File: src/rtl/uart_rx_core.sv
// UART receiver: mid-bit sampled, LSB first, valid/ready output.
// Define UART_RX_PARITY_EN to add a checked parity bit per frame.
module uart_rx_core #(
  parameter int CLKS_PER_BIT = 400,
  parameter int DATA_BITS    = 8,
  parameter int STOP_BITS    = 1,
  parameter int PARITY_ODD   = 0
) (
  input  logic                 clk,
  input  logic                 rst,
  input  logic                 rx,
  output logic [DATA_BITS-1:0] rx_data,
  output logic                 rx_valid,
  input  logic                 rx_ready,
  output logic                 frame_err,
  output logic                 parity_err,
  output logic                 overrun,
  output logic                 busy
);

  localparam int CW = $clog2(CLKS_PER_BIT);
  localparam logic [CW-1:0] LAST = CW'(CLKS_PER_BIT - 1);
  localparam logic [CW-1:0] MID  = CW'(CLKS_PER_BIT / 2 - 1);
  localparam logic [3:0] LBIT  = 4'(DATA_BITS - 1);
  localparam logic [3:0] LSTOP = 4'(STOP_BITS - 1);

  typedef enum logic [2:0] {
    IDLE, START, DATA, PARITY, STOP, BRK, DELIVER
  } state_t;

  state_t state, state_n;
  logic [CW-1:0] cnt, cnt_n;
  logic [3:0] idx, idx_n;
  logic [DATA_BITS-1:0] shreg;
  logic rx_m, rx_s;
  logic tick, par_bad;
  logic fe_n, pe_n, ov_n, load, accept;

  assign tick   = (cnt == LAST);
  assign busy   = (state != IDLE);
  assign accept = rx_valid & rx_ready;

  always_comb begin
    state_n = state;
    unique case (state)
      IDLE:    if (!rx_s) state_n = START;
      START:   if (cnt == MID) state_n = rx_s ? IDLE : DATA;
      DATA:
        if (tick && idx == LBIT) begin
`ifdef UART_RX_PARITY_EN
          state_n = PARITY;
`else
          state_n = STOP;
`endif
        end
      PARITY:  if (tick) state_n = STOP;
      STOP:
        if (tick) begin
          if (!rx_s) state_n = BRK;
          else if (idx == LSTOP) state_n = DELIVER;
        end
      BRK:     if (rx_s) state_n = IDLE;
      DELIVER: state_n = IDLE;
      default: state_n = IDLE;
    endcase
  end

  always_comb begin
    cnt_n = cnt + CW'(1);
    idx_n = idx;
    if (state_n != state || state == IDLE || tick)
      cnt_n = '0;
    if (state_n != state)
      idx_n = '0;
    else if ((state == DATA || state == STOP) && tick)
      idx_n = idx + 4'd1;
  end

  // Delivery decision; a held, unaccepted word is never overwritten.
  always_comb begin
    fe_n = (state == STOP) && tick && !rx_s;
    pe_n = (state == DELIVER) && par_bad;
    load = (state == DELIVER) && !par_bad && (!rx_valid || accept);
    ov_n = (state == DELIVER) && !par_bad && rx_valid && !rx_ready;
  end

  always_ff @(posedge clk or negedge rst) begin
    if (!rst) begin
      rx_m       <= 1'b1;
      rx_s       <= 1'b1;
      state      <= IDLE;
      cnt        <= '0;
      idx        <= '0;
      shreg      <= '0;
      rx_data    <= '0;
      rx_valid   <= 1'b0;
      frame_err  <= 1'b0;
      parity_err <= 1'b0;
      overrun    <= 1'b0;
    end else begin
      rx_m       <= rx;
      rx_s       <= rx_m;
      state      <= state_n;
      cnt        <= cnt_n;
      idx        <= idx_n;
      frame_err  <= fe_n;
      parity_err <= pe_n;
      overrun    <= ov_n;
      if (state == DATA && tick)
        shreg <= {rx_s, shreg[DATA_BITS-1:1]};
      if (load) begin
        rx_data  <= shreg;
        rx_valid <= 1'b1;
      end else if (accept) begin
        rx_valid <= 1'b0;
      end
    end
  end

`ifdef UART_RX_PARITY_EN
  always_ff @(posedge clk or negedge rst) begin
    if (!rst)
      par_bad <= 1'b0;
    else if (state == START)
      par_bad <= 1'b0;
    else if (state == PARITY && tick)
      par_bad <= ^shreg ^ rx_s ^ PARITY_ODD[0];
  end
`else
  assign par_bad = 1'b0;
`endif

endmodule

File: config.mk
export PLATFORM = sky130hd
export DESIGN_NAME = uart_rx_core
export DESIGN_NICKNAME = d
export VERILOG_FILES = /design/src/rtl/uart_rx_core.sv
export SDC_FILE = /design/constraint.sdc
export NUM_CORES = 1
export LEC_CHECK = 0
export ABC_CLOCK_PERIOD_IN_PS = 2700
export BUFFER_PORTS_ARGS = -buffer_cell sky130_fd_sc_hd__buf_4
export CORE_UTILIZATION = 60
export DETAILED_ROUTE_END_ITERATION = 6
export HOLD_SLACK_MARGIN = 0.02
export PLACE_DENSITY_LB_ADDON = 0.1
export SYNTH_ARGS = -nofsm -noshare
export SYNTH_HDL_FRONTEND = slang
export SYNTH_SLANG_ARGS = --single-unit
File: constraint.sdc
create_clock -name clk -period 2.7 [get_ports clk]
set_input_delay 0.54 -clock clk [delete_from_list [all_inputs] [get_ports clk]]
set_output_delay 0.54 -clock clk [all_outputs]
set_load 0.01 [all_outputs]
# After elaboration in Yosys (flattened, before gate mapping)
# Cells that the tools add are included.
[classes] addsub=2 multipliers=0 n_div=0 n_lt_le_gt_ge=0 eq_ne=10 shift=0 muxes=15 bitwise=1 n_reduce_logical=20
[ops] cell="3-bit 2-to-1 mux" n=8
[ops] cell="3-bit one-hot mux with 6 select lines" n=1
[ops] cell="9-bit by 1-bit adder with 9-bit output, second input constant" n=1
[ops] cell="3-bit equality test, second input constant" n=3
[ops] cell="9-bit by 8-bit equality test with 1-bit output, second input constant" n=1
[ops] cell="9-bit equality test, second input constant" n=1
[ops] cell="9-bit 2-to-1 mux" n=1
[ops] cell="1-bit logical AND" n=8
[ops] cell="4-bit 2-to-1 mux" n=2
[ops] cell="3-bit by 2-bit equality test with 1-bit output, second input constant" n=2
[ops] cell="4-bit by 1-bit adder with 4-bit output, second input constant" n=1
[ops] cell="4-bit by 3-bit equality test with 1-bit output, second input constant" n=1
[ops] cell="4-bit zero test" n=1
[ops] cell="1-bit logical OR" n=4
[ops] cell="2-bit nonzero test" n=2
[ops] cell="3-bit by 1-bit equality test with 1-bit output, second input constant" n=1
[ops] cell="1-bit zero test" n=3
[ops] cell="3-bit zero test" n=1
[ops] cell="3-bit inequality test" n=1
[ops] cell="3-bit nonzero test" n=1
[ops] cell="1-bit 2-to-1 mux" n=2
[ops] cell="2-bit 2-to-1 mux" n=1
[ops] cell="1-bit bitwise AND" n=1
[word_totals] regBits=37 latch_bits=0 ramBits=0 romBits=0 inputBits=4 elab_cells=58 memories=0

# Depth between registers and ports, before layout
[depth] word_depth=9 mapped_depth=7 mapped_depth_nobuf=7

# Worst setup path before layout
# No wires, ideal clock.
[synth_path] path_type="reg-to-reg" from="register cnt[0]" to="register shreg[0]" arrival_ns=1.731 t_required_ns=2.575 path_slack_ns=0.844 path_stages_with_launch=8 cell_sequence="dfrtp_1 ha_1 and3_1 buf_6 nand3_4 or3_1 buf_6 mux2_4"
[synth_between] elab_chain_cells=2
[synth_rtl] item="start, declared" line="32" text="logic [CW-1:0] cnt, cnt_n;"
[synth_rtl] item="start signal, assigned" line="104" text="cnt <= cnt_n;"
[synth_rtl] item="9-bit equality test" line="39" text="assign tick = (cnt == LAST);"
[synth_rtl] item="1-bit logical AND" line="109" text="if (state == DATA && tick)"
[synth_rtl] item="end signal, assigned" line="110" text="shreg <= {rx_s, shreg[DATA_BITS-1:1]};"
[synth_rtl] item="end, declared" line="34" text="logic [DATA_BITS-1:0] shreg;"
# No other way between the ends.
# A chain may end at the register's enable or synchronous reset.

# Worst setup path in the final report
[layout_path] from="register cnt[0]" to="register shreg[2]"
# The elaborated chain is that of the path after synthesis.

==> results <==
- The repair_antennas step left the layout with diodes totalling 0.
- The area growth from synthesis to layout is 10.2%.
- The placeable core region is 2810 sq um.
- The total overflow left after global routing is 0.
- The count of endpoints failing setup in the final report is 0.
- Counting along the longest clock path gives a buffer depth of 2.
- The final wirelength is ~2800 um.
- The post-route clock period utilization is approximately four fifths.
- The first global-routing pass estimated 4950 um of wire.
- The final hold violation count is 0.
- The synthesized design contains 0 enable-type register cells.
- The count of state elements after synthesis is 37.
- TritonCTS built the clock tree.
- Summing all multi-input logic gate instances after layout gives 788 sq um.
- Entering global routing, the biggest net connects 38 pins.
- The total DRC errors in the routed layout is 0.
- The run finished with clean final reports.
- The routed design could run at a clock period as short as 2.12 ns.
- Sequential elements use 51.3% of the synthesized area.
- The power per cell area is 522 nW/um^2.
- After synthesis, the mean cell area works out to 12.0 sq um.
- The number of placement rows is 19.
- The final worst hold slack is ~0.12 ns.
- The tree built by TritonCTS fans out to 37 sinks.
- The setup total negative slack is 0 ns.
- The worst setup path is captured at a flip-flop.
- The first-pass detailed-route iteration total is 4.
- The number of global-route vias before repair came to ~1100.
- The count of buffers added by post-CTS timing repair for setup is 0.
- Detailed routing placed a total of 1380 um of wire on met2.
- Detailed routing inserted a total of 1145 vias.
- The worst setup path is of the flip-flop to flip-flop kind.
- Across every metal layer, demand over resource in global routing totals 20.8%.
- The leakage dissipation is 0.000995 uW.
- The number of input and output port buffers inserted is 15.
- The number of buffers added by the clock tree synthesis step is 5.
- The total routed wire length on the met1 layer is 1280 um.
- The number of instances resized during post-cts repair is 0.
- The clock transition at the registers of the reported paths is 0.11 ns.
- The initial antenna violation count was 0.
- The path type of the worst min-delay path is primary input to asynchronous set/reset pin.
- The detail route stage leaves a number of antenna-violating nets equal to 0.
- The routed design uses 104 um of met3 wire.
- The H-tree was split into 2 levels.
- The core utilization of the finished layout is 71.1%.
- The required time of the critical path is around 3 ns.
- Summed over all nets, the half-perimeter wirelength after detailed placement is about 2000 um.
- The final layout net count is between 150 and 200.
- STA classifies the critical path startpoint as a flip-flop.
- In this run the worst path has a maximum fanout of 8.
- In the final routed layout, each cell accounts on average for 14.3 um.
- The placer congestion estimate is 0.771.
- The first-iteration detailed-routing DRC count is 25.
- The top metal layer carrying routed signals is met4.
- Data on the critical path arrives at its endpoint at 2.37 ns.
- Setup repair after global routing left no endpoint under its margin.
- The clock arrives with 0.00977 ns of skew.
- Of the cells placed in the final design, the portion with a size suffix greater than 1 is 28.3%.
- The max-slew violation count is 0.
- For the pin with the worst max-slew slack, the measured transition is just under 0.7 ns.
- The mean number of vias per cell is 5.81.
- The initial utilization of the core area, before any placement, comes to between 60% and 70%.
- The Yosys step of the flow raised 0 warnings.
- Across the run, the number of max-cap violations was 0.
- Measured along the y axis, the die boundary spans 56.9 um.
- The maximum clock frequency is 471 MHz.
- After synthesis the cells add up to between 1500 and 2000 sq um.
- After clock tree synthesis, the flow added hold-fix buffers numbering 0.
- The tree is rooted in a sky130_fd_sc_hd__clkbuf_4.
- The top cell types in the final layout, fill and taps aside, are 35 x sky130_fd_sc_hd__dfrtp_1, 15 x sky130_fd_sc_hd__buf_4, 13 x sky130_fd_sc_hd__nor2_1, 8 x sky130_fd_sc_hd__mux2_2, 8 x sky130_fd_sc_hd__mux2_4.
- The die is about 57 um wide.
- Fill cells in the final layout number 212.
- Leaving out fill and tap cells, the most frequent cell in the layout is sky130_fd_sc_hd__dfrtp_1.
- Counting every instance in the synthesized netlist gives about 150.
- The area of the die is 3240 sq um.
- In the synthesized netlist the async set-or-reset flop fraction comes to 100%.
- Counting every net in the synthesized netlist gives roughly 160.
- The total power draw is 1040 uW.
- The later pin in the worst-skew pair is clocked with a latency of 0.35 ns.
- VDD sags by at most between 0.4 and 0.5 mV.
- The synthesized netlist contains 45 unique library cells.
- The number of top-level design ports is 17.
- In this run the tightest slew margin relative to its limit is 55.1%.
- Among all flip-flop cells after synthesis, the most frequent one is sky130_fd_sc_hd__dfrtp_1.
- The footprint of the flip-flops and latches is 928 sq um.
## per-stage QoR
| stage | worst slack, ns | cells | area [sq um] |
|---|---|---|---|
| after floorplan | 0.844 | 151 | 1810 |
| after CTS | 0.561 | 197 | 1990 |
| after global routing | 0.459 | 197 | 1990 |
| after detailed placement | 0.578 | 189 | 1890 |
| after global placement | 0.627 | 189 | 1890 |
| final | 0.576 | 197 | 1990 |
## routing by layer
metal,up-vias,GRT usage (%)
met3,6,7.60
met2,19,34.5
met4,0,9.41
li1,553,-
met5,-,0
met1,567,24.0
## path summary, 6_finish.rpt
path                            startpoint  endpoint  slack (ns)  cells past startpoint
worst max-delay path                cnt[0]  shreg[2]        0.58                      5
min in group clk                        rx      rx_m        0.29                      1
worst max register to register      cnt[0]  shreg[2]        0.58                      5
max in group asynchronous              rst      rx_s        2.23                      1
worst min-delay path                   rst   overrun        0.12                      1
worst min register to register        rx_m      rx_s        0.36                      0
## power by group
group          leakage, uW  switching [uW]  internal [uW]
clock network    0.0000552             180            287
logic             0.000445            11.8           4.19
registers         0.000495            1.21            557
## cell families after synthesis
| kind of cell | count (synthesis) | synth area share [%] |
|---|---|---|
| XOR/XNOR | 11 | 5.33 |
| AND/OR/NAND/NOR | 55 | 19.2 |
| buffers and inverters | 14 | 5.05 |
| other | 1 | 0.207 |
| AO/OA/AOI/OAI | 13 | 4.64 |
| flip-flops | 37 | 51.3 |
| multiplexers | 17 | 12.2 |
| adder cells (fa/ha/maj) | 3 | 2.08 |
## layout make-up
| type | count | area share, % |
|---|---|---|
| Sequential cell | 37 | 46.6 |
| Multi-Input combinational cell | 100 | 39.5 |
| Timing Repair Buffer | 15 | 5.65 |
| Clock inverter | 3 | 3.26 |
| Tap cell | 31 | 1.95 |
| Clock buffer | 5 | 1.88 |
| Inverter | 6 | 1.13 |
## flip-flops by register name, indices dropped and copies added (netlist names)
register,count
overrun,1
state,3
frame_err,1
rx_valid,1
rx_m,1
rx_s,1
idx,4
cnt,9
shreg,8
rx_data,8
## worst max-delay path: stages, from the launching register on
cell                      delay, ns
sky130_fd_sc_hd__dfrtp_1       0.38
sky130_fd_sc_hd__ha_1          0.21
sky130_fd_sc_hd__and3_1        0.33
sky130_fd_sc_hd__nand3_4       0.14
sky130_fd_sc_hd__or3_1         0.59
sky130_fd_sc_hd__mux2_4        0.37
## synthesized netlist by cell type (2+ instances only)
master / number / area, sq um
sky130_fd_sc_hd__nor3_1: 5 / 25.0
sky130_fd_sc_hd__ha_1: 3 / 37.5
sky130_fd_sc_hd__nand2b_1: 3 / 18.8
sky130_fd_sc_hd__mux2_4: 8 / 120
sky130_fd_sc_hd__dfstp_2: 2 / 52.6
sky130_fd_sc_hd__nor2_1: 13 / 48.8
sky130_fd_sc_hd__inv_1: 6 / 22.5
sky130_fd_sc_hd__nand3_1: 6 / 30.0
sky130_fd_sc_hd__a21oi_1: 2 / 10.0
sky130_fd_sc_hd__o21ai_0: 4 / 20.0
sky130_fd_sc_hd__buf_6: 3 / 33.8
sky130_fd_sc_hd__mux2_2: 8 / 90.1
sky130_fd_sc_hd__dfrtp_1: 35 / 876
sky130_fd_sc_hd__o31ai_1: 2 / 15.0
sky130_fd_sc_hd__nor4b_1: 3 / 26.3
sky130_fd_sc_hd__xor2_1: 5 / 43.8
sky130_fd_sc_hd__or3_1: 2 / 12.5
sky130_fd_sc_hd__buf_2: 2 / 10.0
sky130_fd_sc_hd__and3_1: 4 / 25.0
sky130_fd_sc_hd__nand2_1: 5 / 18.8
sky130_fd_sc_hd__xnor2_1: 6 / 52.6
(Power assumes the default switching activity.)
